File: config.mk
export PLATFORM = sky130hd
export DESIGN_NAME = uart_rx_intr
export DESIGN_NICKNAME = d
export VERILOG_FILES = /design/src/rtl/uart_pkg.sv /design/src/rtl/rx_fifo.sv /design/src/rtl/uart_rx_intr.sv
export SDC_FILE = /design/constraint.sdc
export NUM_CORES = 1
export LEC_CHECK = 0
export ABC_AREA = 1
export CAP_MARGIN = 20
export CORE_UTILIZATION = 55
export DETAILED_ROUTE_END_ITERATION = 12
export HOLD_SLACK_MARGIN = 0.1
export PLACE_DENSITY = 0.74
export SLEW_MARGIN = 20
export SYNTH_ARGS = -nofsm -noshare
export SYNTH_HDL_FRONTEND = slang
export SYNTH_SLANG_ARGS = --single-unit
File: constraint.sdc
create_clock -name clk -period 2.34 [get_ports clk]
set_clock_uncertainty 0.05 [all_clocks]
set_input_delay 0.468 -clock clk [delete_from_list [all_inputs] [get_ports clk]]
set_output_delay 0.468 -clock clk [all_outputs]
set_load 0.1 [all_outputs]
File: src/rtl/uart_pkg.sv
// Shared definitions for the UART receiver: FSM states, register offsets
// and STATUS register bit positions.
package uart_pkg;

  typedef enum logic [2:0] {
    IDLE,
    START,
    DATA,
    PARITY,
    STOP
  } rx_state_t;

  localparam logic REG_DATA   = 1'b0;
  localparam logic REG_STATUS = 1'b1;

  localparam int ST_NOT_EMPTY = 0;
  localparam int ST_FULL      = 1;
  localparam int ST_FRAME_ERR = 2;
  localparam int ST_OVERRUN   = 3;
  localparam int ST_PAR_ERR   = 4;

endpackage

File: src/rtl/rx_fifo.sv
// Synchronous DEPTH x 8 receive FIFO with extra-MSB pointers; a pop in the
// same cycle frees a slot so a push into a full FIFO still lands.
module rx_fifo #(
  parameter int DEPTH = 8
) (
  input  logic       clk,
  input  logic       reset,
  input  logic       push,
  input  logic       pop,
  input  logic [7:0] wdata,
  output logic [7:0] rdata,
  output logic       full,
  output logic       empty
);

  localparam int AW = $clog2(DEPTH);

  logic [7:0]  mem [DEPTH];
  logic [AW:0] wr_ptr;
  logic [AW:0] rd_ptr;
  logic        push_ok;
  logic        pop_ok;

  assign empty   = (wr_ptr == rd_ptr);
  assign full    = (wr_ptr[AW] != rd_ptr[AW]) &&
                   (wr_ptr[AW-1:0] == rd_ptr[AW-1:0]);
  assign pop_ok  = pop && !empty;
  assign push_ok = push && (!full || pop_ok);
  assign rdata   = mem[rd_ptr[AW-1:0]];

  always_ff @(posedge clk) begin
    if (!reset) begin
      wr_ptr <= '0;
      rd_ptr <= '0;
    end else begin
      if (push_ok) wr_ptr <= wr_ptr + 1'b1;
      if (pop_ok)  rd_ptr <= rd_ptr + 1'b1;
    end
  end

  always_ff @(posedge clk) begin
    if (push_ok) mem[wr_ptr[AW-1:0]] <= wdata;
  end

endmodule

File: src/rtl/uart_rx_intr.sv
// Memory-mapped UART receiver with FIFO and level interrupt to the core.
// Define UART_RX_PARITY_EN to insert an even-parity bit between data and stop.
module uart_rx_intr
  import uart_pkg::*;
#(
  parameter int DIV   = 434,
  parameter int DEPTH = 8
) (
  input  logic        clk,
  input  logic        reset,
  input  logic        rx,
  input  logic        sel,
  input  logic        addr,
  input  logic        re,
  output logic [15:0] rdata,
  output logic        uart_intr,
  output logic        rx_busy
);

  localparam int CW = $clog2(DIV);
  localparam logic [CW-1:0] MID  = CW'(DIV / 2);
  localparam logic [CW-1:0] LAST = CW'(DIV - 1);

  logic            rx_meta;
  logic            rxs;
  rx_state_t       state;
  rx_state_t       state_next;
  logic [CW-1:0]   cnt;
  logic [CW-1:0]   cnt_next;
  logic [2:0]      bit_idx;
  logic [2:0]      bit_next;
  logic [7:0]      shreg;
  logic [7:0]      shreg_next;
  logic            push;
  logic            frame_set;
  logic            overrun_set;
  logic            frame_err;
  logic            overrun;
  logic            par_err;
  logic            full;
  logic            empty;
  logic [7:0]      head;
  logic            rd_data;
  logic            rd_status;
  logic            pop;
  logic [15:0]     status_word;
`ifdef UART_RX_PARITY_EN
  logic            par_set;
`endif

  assign rd_data     = sel && re && (addr == REG_DATA);
  assign rd_status   = sel && re && (addr == REG_STATUS);
  assign pop         = rd_data && !empty;
  assign overrun_set = push && full && !pop;
  assign rx_busy     = (state != IDLE);

  always_ff @(posedge clk) begin
    if (!reset) begin
      rx_meta <= 1'b1;
      rxs     <= 1'b1;
    end else begin
      rx_meta <= rx;
      rxs     <= rx_meta;
    end
  end

  always_ff @(posedge clk) begin
    if (!reset) begin
      state   <= IDLE;
      cnt     <= '0;
      bit_idx <= '0;
      shreg   <= '0;
    end else begin
      state   <= state_next;
      cnt     <= cnt_next;
      bit_idx <= bit_next;
      shreg   <= shreg_next;
    end
  end

  // Start bit is checked at its mid-point; every later sample is DIV cycles on.
  always_comb begin
    state_next = state;
    cnt_next   = cnt + 1'b1;
    bit_next   = bit_idx;
    shreg_next = shreg;
    push       = 1'b0;
    frame_set  = 1'b0;
`ifdef UART_RX_PARITY_EN
    par_set    = 1'b0;
`endif
    case (state)
      IDLE: begin
        cnt_next = '0;
        if (!rxs) state_next = START;
      end
      START: begin
        if (cnt == MID) begin
          cnt_next = '0;
          bit_next = '0;
          state_next = rxs ? IDLE : DATA;
        end
      end
      DATA: begin
        if (cnt == LAST) begin
          cnt_next   = '0;
          shreg_next = {rxs, shreg[7:1]};
          bit_next   = bit_idx + 1'b1;
          if (bit_idx == 3'd7) begin
`ifdef UART_RX_PARITY_EN
            state_next = PARITY;
`else
            state_next = STOP;
`endif
          end
        end
      end
      PARITY: begin
`ifdef UART_RX_PARITY_EN
        if (cnt == LAST) begin
          cnt_next   = '0;
          par_set    = (rxs != ^shreg);
          state_next = STOP;
        end
`else
        state_next = IDLE;
`endif
      end
      STOP: begin
        if (cnt == LAST) begin
          cnt_next   = '0;
          push       = rxs;
          frame_set  = !rxs;
          state_next = IDLE;
        end
      end
      default: state_next = IDLE;
    endcase
  end

  rx_fifo #(.DEPTH(DEPTH)) u_fifo (
    .clk   (clk),
    .reset (reset),
    .push  (push),
    .pop   (pop),
    .wdata (shreg),
    .rdata (head),
    .full  (full),
    .empty (empty)
  );

  always_comb begin
    status_word               = '0;
    status_word[ST_NOT_EMPTY] = !empty;
    status_word[ST_FULL]      = full;
    status_word[ST_FRAME_ERR] = frame_err;
    status_word[ST_OVERRUN]   = overrun;
    status_word[ST_PAR_ERR]   = par_err;
  end

`ifdef UART_RX_PARITY_EN
  always_ff @(posedge clk) begin
    if (!reset) par_err <= 1'b0;
    else        par_err <= par_set || (par_err && !rd_status);
  end
`else
  assign par_err = 1'b0;
`endif

  // A STATUS read clears sticky flags unless a new event sets them that cycle.
  always_ff @(posedge clk) begin
    if (!reset) begin
      frame_err <= 1'b0;
      overrun   <= 1'b0;
      uart_intr <= 1'b0;
      rdata     <= '0;
    end else begin
      frame_err <= frame_set || (frame_err && !rd_status);
      overrun   <= overrun_set || (overrun && !rd_status);
      uart_intr <= !empty;
      if (rd_data)        rdata <= empty ? 16'h0000 : {8'h00, head};
      else if (rd_status) rdata <= status_word;
    end
  end

endmodule

After elaboration in Yosys (flattened, before gate mapping)
Memory sizes are Yosys's and may differ from the RTL's. A register that Yosys moved wholly into a read port is not among the register bits.
Cells that the tools add are included.

cells by class
  add/sub/neg operators = 4
  equality and inequality tests = 14
  multiplexer cells = 24
  bitwise logic cells = 1
  reduce and logical (&&, ||, !) cells = 27

operators by type and width
  kind                                            count
  two-way mux 16 bit                              2
  two-way mux 3 bit                               9
  one-hot mux 9 bit (3 select lines)              1
  two-way mux 9 bit                               2
  one-hot mux 3 bit (4 select lines)              1
  logical AND 1 bit                               11
  inequality test 2 bit (second input constant)   5
  adder 9 x 1 -> 9 bit (second input constant)    1
  == test 9 x 8 -> 1 bit (second input constant)  1
  == test 9 bit (second input constant)           1
  adder 4 x 1 -> 4 bit (second input constant)    2
  two-way mux 8 bit                               1
  == test 3 bit (second input constant)           2
  two-way mux 1 bit                               6
  one-hot mux 3 bit (2 select lines)              1
  logical NOT 1 bit                               5
  AND reduction 5 bit                             1
  == test 4 bit                                   1
  nonzero test 2 bit                              2
  adder 3 x 1 -> 3 bit (second input constant)    1
  == test 3 x 1 -> 1 bit (second input constant)  1
  == test 3 x 2 -> 1 bit (second input constant)  1
  == test 3 bit                                   1
  logical NOT 3 bit                               1
  8 further kinds                                 10

storage, ports and cells
  register bits = 52
  bits in writable memories = 64
  input bits = 6
  word-level logic and storage cells = 83
  memories = 1

memories
  memory      depth  width  rd ports  clocked after Yosys merged registers in  wr ports  RTL line       source
  u_fifo.mem  8      8      1         1                                        1         rx_fifo.sv:18  logic [7:0] mem [DEPTH];

Logic depth before layout (Yosys ltp)
Gate-level depths: netlist of the first run.

  word-level depth = 8
  depth in mapped cells = 11
  mapped depth without buffers = 11

Modules after synthesis
A second synthesis of the first run with hierarchy kept.

second synthesis, totals
  cells, all modules = 501
  area total of the unflattened synthesis = 4799.6 µm²

modules (own cells, without submodules)
  module        instances  cells each  area each (µm²)  seq. area each (µm²)
  rx_fifo       1          275         3090.5           2142.1
  uart_rx_intr  1          226         1709.1           720.7

Worst setup path after synthesis of the first run
OpenSTA, ideal clock, no wires.

  kind = reg2reg
  start = register cnt[0]
  end = memory u_fifo.mem[1][0], enable pin
  library setup time = 0.370 ns
  arrival time = 1.573 ns
  slack = 0.346 ns
  cell stages (with the launch flop) = 8
  buffers on the path = 0
  period minus slack after synthesis = 1.994 ns
  path through = dfxtp_1 -> ha_1 -> nand2_1 -> nor2_1 -> nand2_2 -> nor3_2 -> nand3_1 -> nor2_1

between the ends
  word-level cells in the longest chain between the ends = 6

ends and longest elaborated chain
  what                                     RTL line             source
  start: declaration                       uart_rx_intr.sv:28   logic [CW-1:0] cnt;
  start signal: assignment                 uart_rx_intr.sv:75   cnt <= cnt_next;
  == test 9 bit                            uart_rx_intr.sv:130  if (cnt == LAST) begin
  two-way mux 1 bit                        uart_rx_intr.sv:130
  two-way mux 1 bit                        uart_rx_intr.sv:92   case (state)
  logical AND 1 bit                        rx_fifo.sv:28        assign push_ok = push && (!full || pop_ok);
  two-way mux 1 bit                        rx_fifo.sv:42        if (push_ok) mem[wr_ptr[AW-1:0]] <= wdata;
  two-way mux 1 bit (implied by the code)  rx_fifo.sv:42
  end: declaration                         rx_fifo.sv:18

Every way passes these cells.

Worst setup path in the final report of the first run
  start = register cnt[0]
  end = memory u_fifo.mem[5][5], enable pin

The elaborated chain is that of the path after synthesis.

==> results.json, run 1 <==
{
  "clock_latency_ps": 370,
  "synth-xor-area-share_pct": 2.82,
  "outcome": "finished clean",
  "syn2layout_area_growth_pct": 9.91,
  "ys_types": 28,
  "grt_pass1_wl_um": 15100,
  "cts.sinks": 111,
  "cp_data_required_time_ps": 2370,
  "worst_path_dominant_cell_family": "simple AND/OR/NAND/NOR gates",
  "grt_max_degree": 32,
  "drt_wl_total_um": 9460,
  "die_x_um": 94.1,
  "seq_area_frac_synth_pct": 61.4,
  "clk_pin_slew_ps": 100,
  "finalCritPeriodShare_pct": 91.2,
  "cap_violations": 0,
  "critPathMaxStageDelay_ps": 390,
  "dp_hpwl_um": 6440,
  "synthMuxAreaShare_pct": 0,
  "vias": 3328,
  "initial_core_util_pct": 56.7,
  "cellPowerDensity_nw_per_um2": 656,
  "fmax_mhz": 469,
  "path_cells": "ha_1 -> nand2_1 -> nor2_1 -> nand2_2 -> nor3_2 -> nand3_1 -> nor2_1 -> buf_4",
  "crit_slowest_cell": "dfxtp_1",
  "p_leak_uw": 0.00212,
  "synthAdderAreaFrac_pct": 1.61,
  "r2r_start": "cnt[0]",
  "ys_seq_elements": 111,
  "gp_congestion": 0.842,
  "rsz0062_at_grt": "false",
  "finalSetupViolations": 0,
  "num_antenna_cells": 0,
  "cts_buffers": 9,
  "ant_nets": 0,
  "critPathLaunch": "cnt[0]",
  "syn_inst": 495,
  "cts_setup_buffers": 0,
  "grt-ovfl-total": 0,
  "tns_ps": 0,
  "cp.depth": 8,
  "core-area_um2": 8220,
  "drive_above_1_share_pct": 11.0,
  "dr.first_iter.drc_count": 171,
  "cts_max_level": 3,
  "cts_tree": "yes",
  "viasPerCell": 5.28,
  "min_from": "rx_meta",
  "cp-end-kind": "register",
  "cts_hold_buf": 0,
  "path_common_cell": "nor2_1",
  "synth_compound_area_share_pct": 9.02,
  "cp_num_buf_inv": 1,
  "crit_end": "u_fifo.mem[5][5]",
  "ioPinCount": 24,
  "critPathKind": "register to register",
  "start_kind": "register",
  "r2r_slack_ps": 210,
  "total_power_uw": 3360,
  "die_y_um": 94.1,
  "netlist_area_um2": 4660,
  "die-area_um2": 8850,
  "grt_util_all_layers_pct": 23.3,
  "reg2regPathDepth": 8,
  "numPortBuffers": 15,
  "syn_area_per_cell_um2": 9.42,
  "synth_top_family_by_area": "simple AND/OR/NAND/NOR gates",
  "rr_endpoint": "u_fifo.mem[5][5]",
  "firstDrtPassIters": 5,
  "worstPathMaxFanout": 8,
  "antenna_found_initial": 0,
  "ir_drop_uv": 298,
  "hold_class": "register to register",
  "hold_violations": 0,
  "synth-simple-area-share_pct": 19.7,
  "worstPathArrival_ps": 2160,
  "fin_nets": 532,
  "cts_buffer_depth": 2,
  "grt_pass1_vias": 3187,
  "slew_violations": 0,
  "period_needed_ps": 2130,
  "yosysWarnings": 0,
  "final_core_util_pct": 62.3,
  "cts_repair_resize_count": 0,
  "wire_per_inst_um": 15.0,
  "cts_root_buf": "clkbuf_8",
  "post-route-drc-count": 0,
  "num_rows": 33
}
==> metal layers <==
layer  global-route usage, %  vias to the layer above  wire length (um)
met1                    28.4                     1545              4150
met4                    11.5                        0               269
met2                    40.4                      102              4620
met5                       0                        -                 0
li1                        -                     1661                 -
met3                    3.32                       20               413
==> sequential cells by signal, indices dropped and copies added, names as in the netlist, named ones only <==
name           cells
shreg              8
u_fifo.rd_ptr      4
bit_idx            3
frame_err          1
cnt                9
u_fifo.wr_ptr      4
rx_meta            1
uart_intr          1
u_fifo.mem        64
state              3
rdata              8
rxs                1
overrun            1
==> area by class of cell <==
| type | count | area, um^2 |
|---|---|---|
| Fill cell | 687 | 3090 |
| Sequential cell | 111 | 2860 |
| Multi-Input combinational cell | 338 | 1580 |
| Timing Repair Buffer | 32 | 253 |
| Tap cell | 105 | 131 |
| Clock buffer | 9 | 124 |
| Inverter | 28 | 105 |
| Clock inverter | 7 | 71.3 |
==> worst min-delay path by stage <==
stage	endpoint	slack (ps)	depth (start not counted)
after floorplan	rxs	340	1
after global placement	rxs	350	1
after detailed placement	rxs	360	1
after CTS	rxs	390	1
after global routing	rxs	410	1
final	rxs	380	1
==> stage by stage <==
| stage | hold WS, ps | area, um^2 | std cells | setup slack (ps) |
|---|---|---|---|---|
| 6_report | 376 | 5120 | 630 | 207 |
| 5_1_grt | 415 | 5120 | 630 | 63.7 |
| 4_1_cts | 386 | 5120 | 630 | 194 |
| 3_5_place_dp | 356 | 4930 | 614 | 81.3 |
| 3_3_place_gp | 348 | 4930 | 614 | 143 |
| 2_1_floorplan | 343 | 4690 | 502 | 346 |
==> where the power goes <==
part / total [uW] / leakage, uW / switching [uW] / internal [uW]
sequential: 2060 / 0.00112 / 7.25 / 2050
clock: 1130 / 0.0000933 / 635 / 495
combinational: 172 / 0.000904 / 138 / 34.1
==> logic make-up after synthesis <==
| family | after synthesis |
|---|---|
| buf+inv | 53 |
| compound gates | 83 |
| xor+xnor | 15 |
| simple gates | 226 |
| fa+ha+maj | 6 |
| flops | 111 |
| other cells | 1 |
==> cell usage in the layout (no fill, tap or decap), types with 3 or more instances in the layout <==
cell / netlist / routed
a21oi_1: 27 / 27
buf_4: 9 / 27
clkbuf_8: 0 / 9
clkdlybuf4s50_1: 0 / 5
conb_1: 1 / 8
dfxtp_1: 47 / 47
edfxtp_1: 64 / 64
ha_1: 6 / 6
inv_1: 22 / 22
inv_2: 5 / 5
nand2_1: 88 / 88
nand2_2: 3 / 3
nand3_1: 14 / 14
nor2_1: 109 / 109
nor2_2: 3 / 3
o21ai_0: 49 / 49
o21ai_1: 5 / 5
xnor2_1: 5 / 5
xor2_1: 10 / 10
==> cells in the mapped netlist (all sizes together) <==
cell type,number,share of area (%)
a211oi,1,0.16
a21oi,27,2.9
buf,19,2.5
clkbuf,6,0.56
clkinv,1,0.080
conb,1,0.080
dfxtp,47,20
edfxtp,64,41
ha,6,1.6
inv,27,2.2
nand2,91,7.5
nand3,14,1.5
nand4,2,0.27
nor2,112,9.2
nor3,5,0.99
o211ai,1,0.16
o21ai,54,5.8
or2,2,0.27
xnor2,5,0.94
xor2,10,1.9
==> worst reg2reg max path, delay by kind of cell, from the launching register on <==
kind | cells | cell delay (ps)
flops | 1 | 390
fa+ha+maj | 1 | 200
buf+inv | 1 | 190
simple gates | 6 | 1020
Power figures use the tool's default switching activity.
==> run 2, diff against run 1 <==
--- a/config.mk
+++ b/config.mk
@@ -7,10 +7,10 @@
 export LEC_CHECK = 0
 export ABC_AREA = 1
 export CAP_MARGIN = 20
-export CORE_UTILIZATION = 55
+export CORE_UTILIZATION = 50
 export DETAILED_ROUTE_END_ITERATION = 12
 export HOLD_SLACK_MARGIN = 0.1
-export PLACE_DENSITY = 0.74
+export PLACE_DENSITY = 0.68
 export SLEW_MARGIN = 20
 export SYNTH_ARGS = -nofsm -noshare
 export SYNTH_HDL_FRONTEND = slang
==> results.json, run 2 (synthesized netlist as in run 1, its figures left out) <==
{
  "num_antenna_cells": 0,
  "start_kind": "register",
  "cellPowerDensity_nw_per_um2": 670,
  "outcome": "complete, but fails checks",
  "cap_violations": 0,
  "fin_ws_ps": 296,
  "cts_setup_buffers": 0,
  "dp_hpwl_um": 6400,
  "gp_congestion": 0.839,
  "grt_use_met2_pct": 34.6,
  "largest_register_ffs": 64,
  "post-route-drc-count": 3,
  "hold_class": "register to register",
  "cp-end-kind": "register",
  "ff_latch_area_um2": 2860,
  "min_from": "rx_meta",
  "drt_wl_total_um": 9140,
  "final_common_cell": "nor2_1",
  "cts_root_buf": "clkbuf_8",
  "slew_violations": 0,
  "r2r_start": "cnt[0]",
  "cts_max_level": 3,
  "die-area_um2": 9710,
  "p_leak_uw": 0.00214,
  "wire_per_inst_um": 14.5,
  "numPortBuffers": 15,
  "violations": "DRC",
  "grt_util_all_layers_pct": 20.7,
  "multi_input_area_um2": 1580,
  "pre_cts_slack_ps": 118,
  "hold_depth": 1,
  "die_y_um": 98.5,
  "finalCritPeriodShare_pct": 87.3,
  "top_usage_layer": "met2",
  "drive_above_1_share_pct": 11.1,
  "syn2layout_area_growth_pct": 10.5,
  "cts_buffer_depth": 2,
  "finalSetupViolations": 0,
  "cts_buffers": 9,
  "placed_cell_area_um2": 4920,
  "cts.sinks": 111,
  "initial_core_util_pct": 52.4,
  "grt_max_degree": 32,
  "clock_latency_ps": 370,
  "ioPinCount": 24,
  "fmax_mhz": 489,
  "hold_path_end": "rxs",
  "dr.first_iter.drc_count": 181,
  "hold_violations": 0,
  "grt_pass1_wl_um": 15100,
  "period_needed_ps": 2040,
  "fin_nets": 531,
  "nFillCells": 783,
  "worstPathArrival_ps": 2070,
  "met3_usage_pct": 5.32,
  "cts_repair_resize_count": 0,
  "antenna_found_initial": 0,
  "reg2regPathDepth": 8,
  "clk_pin_slew_ps": 110,
  "cp_data_required_time_ps": 2370,
  "rr_endpoint": "u_fifo.mem[4][0]",
  "grt_pass1_vias": 3197,
  "layout_common_cells": "109 x nor2_1, 88 x nand2_1, 64 x edfxtp_1",
  "viasPerCell": 5.28,
  "ir_drop_uv": 369,
  "core-area_um2": 8890,
  "grt-ovfl-total": 0,
  "rsz0062_at_grt": "false",
  "cts_hold_buf": 0,
  "ant_nets": 0,
  "firstDrtPassIters": 9,
  "use_met1_pct": 25.9,
  "r2r_slack_ps": 300,
  "worstPathMaxFanout": 8,
  "tns_ps": 0,
  "die_x_um": 98.5,
  "critPathKind": "register to register",
  "cts_tree": "yes",
  "vias": 3339,
  "num_rows": 34,
  "fin_area_um2": 5150
}
-- run 2: cell count changes in the layout (fill, tap and decap cells not counted) --
| cell | change |
|---|---|
| buf_4 | -1 |
| bufinv_16 | -1 |
| clkbuf_16 | +2 |
| clkbuf_8 | +1 |
| clkinv_1 | -1 |
| clkinv_2 | -1 |
| clkinv_4 | -1 |
| clkinvlp_4 | -2 |
| inv_4 | +1 |
| inv_8 | +2 |
-- run 2: how the worst max path moves through the flow --
stage,start,end,cells after the start
5_1_grt,cnt[0],u_fifo.mem[2][4],8
3_5_place_dp,sel,u_fifo.mem[4][4],8
4_1_cts,cnt[0],u_fifo.mem[4][0],8
6_report,cnt[0],u_fifo.mem[4][0],8
3_3_place_gp,sel,u_fifo.mem[4][2],8
2_1_floorplan,cnt[0],u_fifo.mem[1][0],7
-- run 2: layout make-up --
| class | instances | share of cell area (%) |
|---|---|---|
| Clock buffer | 12 | 3.65 |
| Inverter | 28 | 2.04 |
| Multi-Input combinational cell | 338 | 30.6 |
| Clock inverter | 4 | 0.729 |
| Timing Repair Buffer | 31 | 4.76 |
| Tap cell | 108 | 2.62 |
| Sequential cell | 111 | 55.6 |
-- run 2: layer usage --
layer / vias to the layer above / share of wire (%)
met2: 111 / 48
met1: 1547 / 43
met3: 17 / 6.9
met4: 0 / 1.8
met5: - / 0
li1: 1664 / -
-- run 2: critical path: stages (launching register included) --
cell     delay [ps]
dfxtp_1         390
ha_1            190
nand2_1          60
nor2_1          160
nand2_2          90
nor3_2          200
nand3_1         240
nor2_1          180
buf_4           190
-- run 2: stage by stage --
stage               cells  hold slack, ps  total power, uW  util (%)
finish                632             378             3450      57.9
global route          632             400             3570      57.9
CTS                   632             381             3480      57.9
detailed placement    616             357             2270      55.4
global placement      616             351             2270      55.4
floorplan             502             343             2250         -
-- run 2: where the power goes --
part           internal (uW)  switching [uW]  leakage (uW)  total [uW]
clock network            566             654      0.000118        1220
registers               2050            7.32       0.00112        2060
logic                   33.9             138      0.000898         172
total                   2650             800       0.00214        3450
==> run 3, diff against run 2 <==
--- a/config.mk
+++ b/config.mk
@@ -7,10 +7,9 @@
 export LEC_CHECK = 0
 export ABC_AREA = 1
 export CAP_MARGIN = 20
-export CORE_UTILIZATION = 50
+export CORE_UTILIZATION = 45
 export DETAILED_ROUTE_END_ITERATION = 12
 export HOLD_SLACK_MARGIN = 0.1
-export PLACE_DENSITY = 0.68
 export SLEW_MARGIN = 20
 export SYNTH_ARGS = -nofsm -noshare
 export SYNTH_HDL_FRONTEND = slang
==> results.json, run 3 (synthesized netlist as in run 1, its figures left out) <==
{
  "outcome": "finished clean",
  "dp_cells": 640,
  "pre_cts_slack_ps": 127,
  "hold_violations": 0,
  "hold_depth": 1,
  "initial_core_util_pct": 47.0,
  "grt_max_degree": 32,
  "swShare_pct": 23.0,
  "rsz0062_at_grt": "true",
  "clk_pin_slew_ps": 90,
  "hold_class": "register to register",
  "viasPerCell": 4.99,
  "num_rows": 36,
  "fmax_mhz": 466,
  "fin_ws_ps": 196,
  "numPortBuffers": 15,
  "cp-end-kind": "register",
  "dr.first_iter.drc_count": 171,
  "cts_buffers": 9,
  "p_int_uw": 2500,
  "finalSetupViolations": 0,
  "die_x_um": 104,
  "syn2layout_area_growth_pct": 9.75,
  "cap_violations": 0,
  "worstPathMaxFanout": 8,
  "vias": 3273,
  "die-area_um2": 10800,
  "clkPwrFrac_pct": 31.2,
  "r2r_start": "cnt[0]",
  "fin_nets": 530,
  "placed_cell_area_um2": 4950,
  "final_common_cell": "nor2_1",
  "hold_path_end": "rxs",
  "gp_congestion": 0.809,
  "critPathLaunch": "cnt[0]",
  "core-area_um2": 9910,
  "reg2regPathDepth": 8,
  "cts_tree": "yes",
  "grt-ovfl-total": 0,
  "ioPinCount": 24,
  "whs_ps": 367,
  "slew_violations": 0,
  "grt_util_all_layers_pct": 18.3,
  "min_from": "rx_meta",
  "cts_buffer_depth": 2,
  "cts_hold_buf": 0,
  "antenna_found_initial": 0,
  "layout_common_cells": "109 x nor2_1, 88 x nand2_1, 64 x edfxtp_1",
  "grt_pass1_vias": 3105,
  "fin_cells": 656,
  "worstPathArrival_ps": 2170,
  "drt_wl_total_um": 9330,
  "post-route-drc-count": 0,
  "largest_register_ffs": 64,
  "critPathKind": "register to register",
  "pwr-share-comb_pct": 5.3,
  "dp_hpwl_um": 6520,
  "firstDrtPassIters": 4,
  "cts_setup_buffers": 0,
  "cellPowerDensity_nw_per_um2": 633,
  "wire_per_inst_um": 14.2,
  "num_antenna_cells": 0,
  "period_needed_ps": 2140,
  "p_leak_uw": 0.00210,
  "cts.sinks": 111,
  "die_y_um": 104,
  "cts_max_level": 3,
  "drive_above_1_share_pct": 10.3,
  "finalCritPeriodShare_pct": 91.6,
  "start_kind": "register",
  "power.switching_uw": 744,
  "r2r_slack_ps": 200,
  "ir_drop_uv": 357,
  "cp_data_required_time_ps": 2360,
  "power_frac_seq_pct": 63.5,
  "cts_repair_resize_count": 0,
  "cts_root_buf": "clkbuf_8",
  "fin_area_um2": 5110,
  "grt_pass1_wl_um": 15200,
  "ant_nets": 0,
  "rr_endpoint": "u_fifo.mem[4][6]",
  "clock_latency_ps": 360
}
[run 3: changes by cell type in the layout (fill, tap and decap cells not counted), sizes merged]
cell,change
buf,-1
inv,-4
clkinvlp,+1
clkinv,+3
[run 3: worst max path at each step]
| stage | end | cells past startpoint |
|---|---|---|
| detailed placement | u_fifo.mem[3][2] | 8 |
| finish | u_fifo.mem[4][6] | 8 |
| CTS | u_fifo.mem[4][6] | 8 |
| global placement | u_fifo.mem[4][1] | 8 |
| floorplan | u_fifo.mem[1][0] | 7 |
| global route | u_fifo.mem[3][0] | 8 |
[run 3: metrics by stage]
stage | utilization, % | setup TNS (ps) | total power (uW)
detailed placement | 49.9 | 0 | 2270
floorplan | - | 0 | 2250
global route | 51.6 | -318 | 3360
global placement | 49.9 | 0 | 2270
CTS | 51.6 | 0 | 3270
finish | 51.6 | 0 | 3240
[run 3: worst max-delay path: stages, from the launching register on]
cell and delay [ps]:
dfxtp_1 390, ha_1 190, nand2_1 60, nor2_1 160, nand2_2 150, nor3_2 230
nand3_1 270, nor2_1 180, buf_4 190
[run 3: per-layer routing]
metal,part of all wire [%],vias up,track usage (%)
met5,0,-,0
met4,2.3,0,7.35
met3,3.9,19,3.27
met2,46,72,29.2
met1,48,1515,24.7
li1,-,1667,-
[run 3: power groups by stage]
stage	clock network (uW)	registers, uW	logic (uW)
floorplan	0	2130	122
global placement	0	2100	172
detailed placement	0	2100	172
CTS	1040	2060	173
global route	1120	2060	183
finish	1010	2060	172
[run 3: final cells by class]
| type | instances | area (um^2) |
|---|---|---|
| Fill cell | 921 | 4790 |
| Timing Repair Buffer | 30 | 238 |
| Multi-Input combinational cell | 338 | 1580 |
| Inverter | 28 | 105 |
| Sequential cell | 111 | 2860 |
| Clock inverter | 4 | 22.5 |
| Tap cell | 133 | 166 |
| Clock buffer | 12 | 145 |
==> variant (config.mk and constraints of run 3) <==
Set the parameter `DIV` to 217 (it was 434).
--- a/src/rtl/uart_rx_intr.sv
+++ b/src/rtl/uart_rx_intr.sv
@@ -3,7 +3,7 @@
 module uart_rx_intr
   import uart_pkg::*;
 #(
-  parameter int DIV   = 434,
+  parameter int DIV   = 217,
   parameter int DEPTH = 8
 ) (
   input  logic        clk,
Function: no difference found for any inputs over 10 cycles, from zero or initial values and one cycle with reset low; that may be too few to reach the edited logic, so the function may still have changed.
==> variant against run 3 <==
  * Largest cell class unchanged
  * Combinational power increased by 76%
  * Sequential cell count decreased by 1
  * Routed wire length increased by 6.4%
  * Total power increased by 7.1%
  * Largest power group unchanged
  * Final area increased by 3.8%
  * Setup slack improved by 0.048 ns
  * Sequential share of layout area decreased by 2.4 points
  * Count of clock-buffer cells in the layout decreased by 3
  * Global-route usage increased by 1.2 points
  * Synthesized area increased by 3.2%
==> variant: results (changes against run 3) <==
outcome=finished, final reports clean; routed vias=3402 (+3.9%); clock-pin slew on the worst setup and hold paths=0.11 ns (+0.02 ns); routed length on met2=4.73 mm (+9.4%); Worst Path Arrival=2.13 ns (-0.04 ns); Post-Route M1 WL=4.70 mm (+5.9%); first-pass GRT wire length=16.3 mm (+6.8%); largest cells by area after synthesis=edfxtp_1 40%, dfxtp_1 19%, nand2_1 11%; VDD IR max=0.000311 V (-13%); sequential area share after synthesis=59.1% (-2.3 points); Seq. cell area=2840 um2 (-0.70%); GPL Wtd Cong=0.827 (+2.3%); DR WL met3=356 um (-1.1%); Non-clk bufs=34 (+13%); GRT Total Usage=19.4% (+1.2 points); Sink Count=110 (-0.90%); Inverters=41 (+46%); buffer share of cell area=5.04% (+0.40 points); pin count of the biggest net entering global routing=34 (+6.3%); multi-input gate share of the layout cell area=31.7% (+0.86 points); share of cells above drive strength 1=11.4% (+1.1 points); internal power=2540 uW (+1.8%); Synth top cells by count=137 x nand2_1, 78 x nor2_1, 64 x edfxtp_1; Inst Count DP=680 (+6.3%); Post-Synthesis Cells=528 (+6.7%); fillers=976 (+6.0%)
variant: cells by family (layout without fill, tap and decap cells):
family	count (synthesis)	in the layout	share of synthesized area (%)
compound gates	73	73	7.88
xor+xnor	10	10	1.98
fa+ha+maj	6	6	1.56
buf+inv	66	91	6.55
flops	110	110	59.1
other cells	1	8	0.0779
simple gates	262	262	22.9
variant: stage by stage:
stage,hold WS (ns),setup WS [ns],cell area [um2]
after global placement,0.347,0.0561,5110
after floorplan,0.343,0.371,4840
final,0.376,0.244,5310
after detailed placement,0.353,0.0581,5110
after global routing,0.397,0.0903,5310
after CTS,0.380,0.225,5310
variant: final timing paths:
check | startpoint | depth (start not counted) | endpoint
setup / recovery | cnt[0] | 9 | u_fifo.mem[6][2]
hold / removal | rx_meta | 1 | rxs
setup reg to reg | cnt[0] | 9 | u_fifo.mem[6][2]
hold reg to reg | rx_meta | 1 | rxs
variant: metal layers:
layer | global-route usage (%) | vias up
met5 | 0 | -
met4 | 6.94 | 0
met3 | 3.28 | 12
met2 | 32.0 | 67
met1 | 25.9 | 1553
li1 | - | 1770
variant: critical path, stage by stage (launching register included):
cell and delay [ns]:
dfxtp_1 0.35, inv_1 0.06, ha_1 0.20, nand4_1 0.17, nor3_4 0.30, nand2_1 0.12
inv_1 0.08, nand2_1 0.16, nor2_1 0.15, buf_4 0.18
variant: power by group through the flow:
| stage | Sequential [uW] | Clock, uW | Combinational (uW) |
|---|---|---|---|
| 3_5_place_dp | 2110 | 0 | 305 |
| 4_1_cts | 2060 | 1150 | 306 |
| 6_report | 2060 | 1110 | 303 |
| 3_3_place_gp | 2100 | 0 | 302 |
| 5_1_grt | 2070 | 1220 | 331 |
| 2_1_floorplan | 2130 | 0 | 226 |
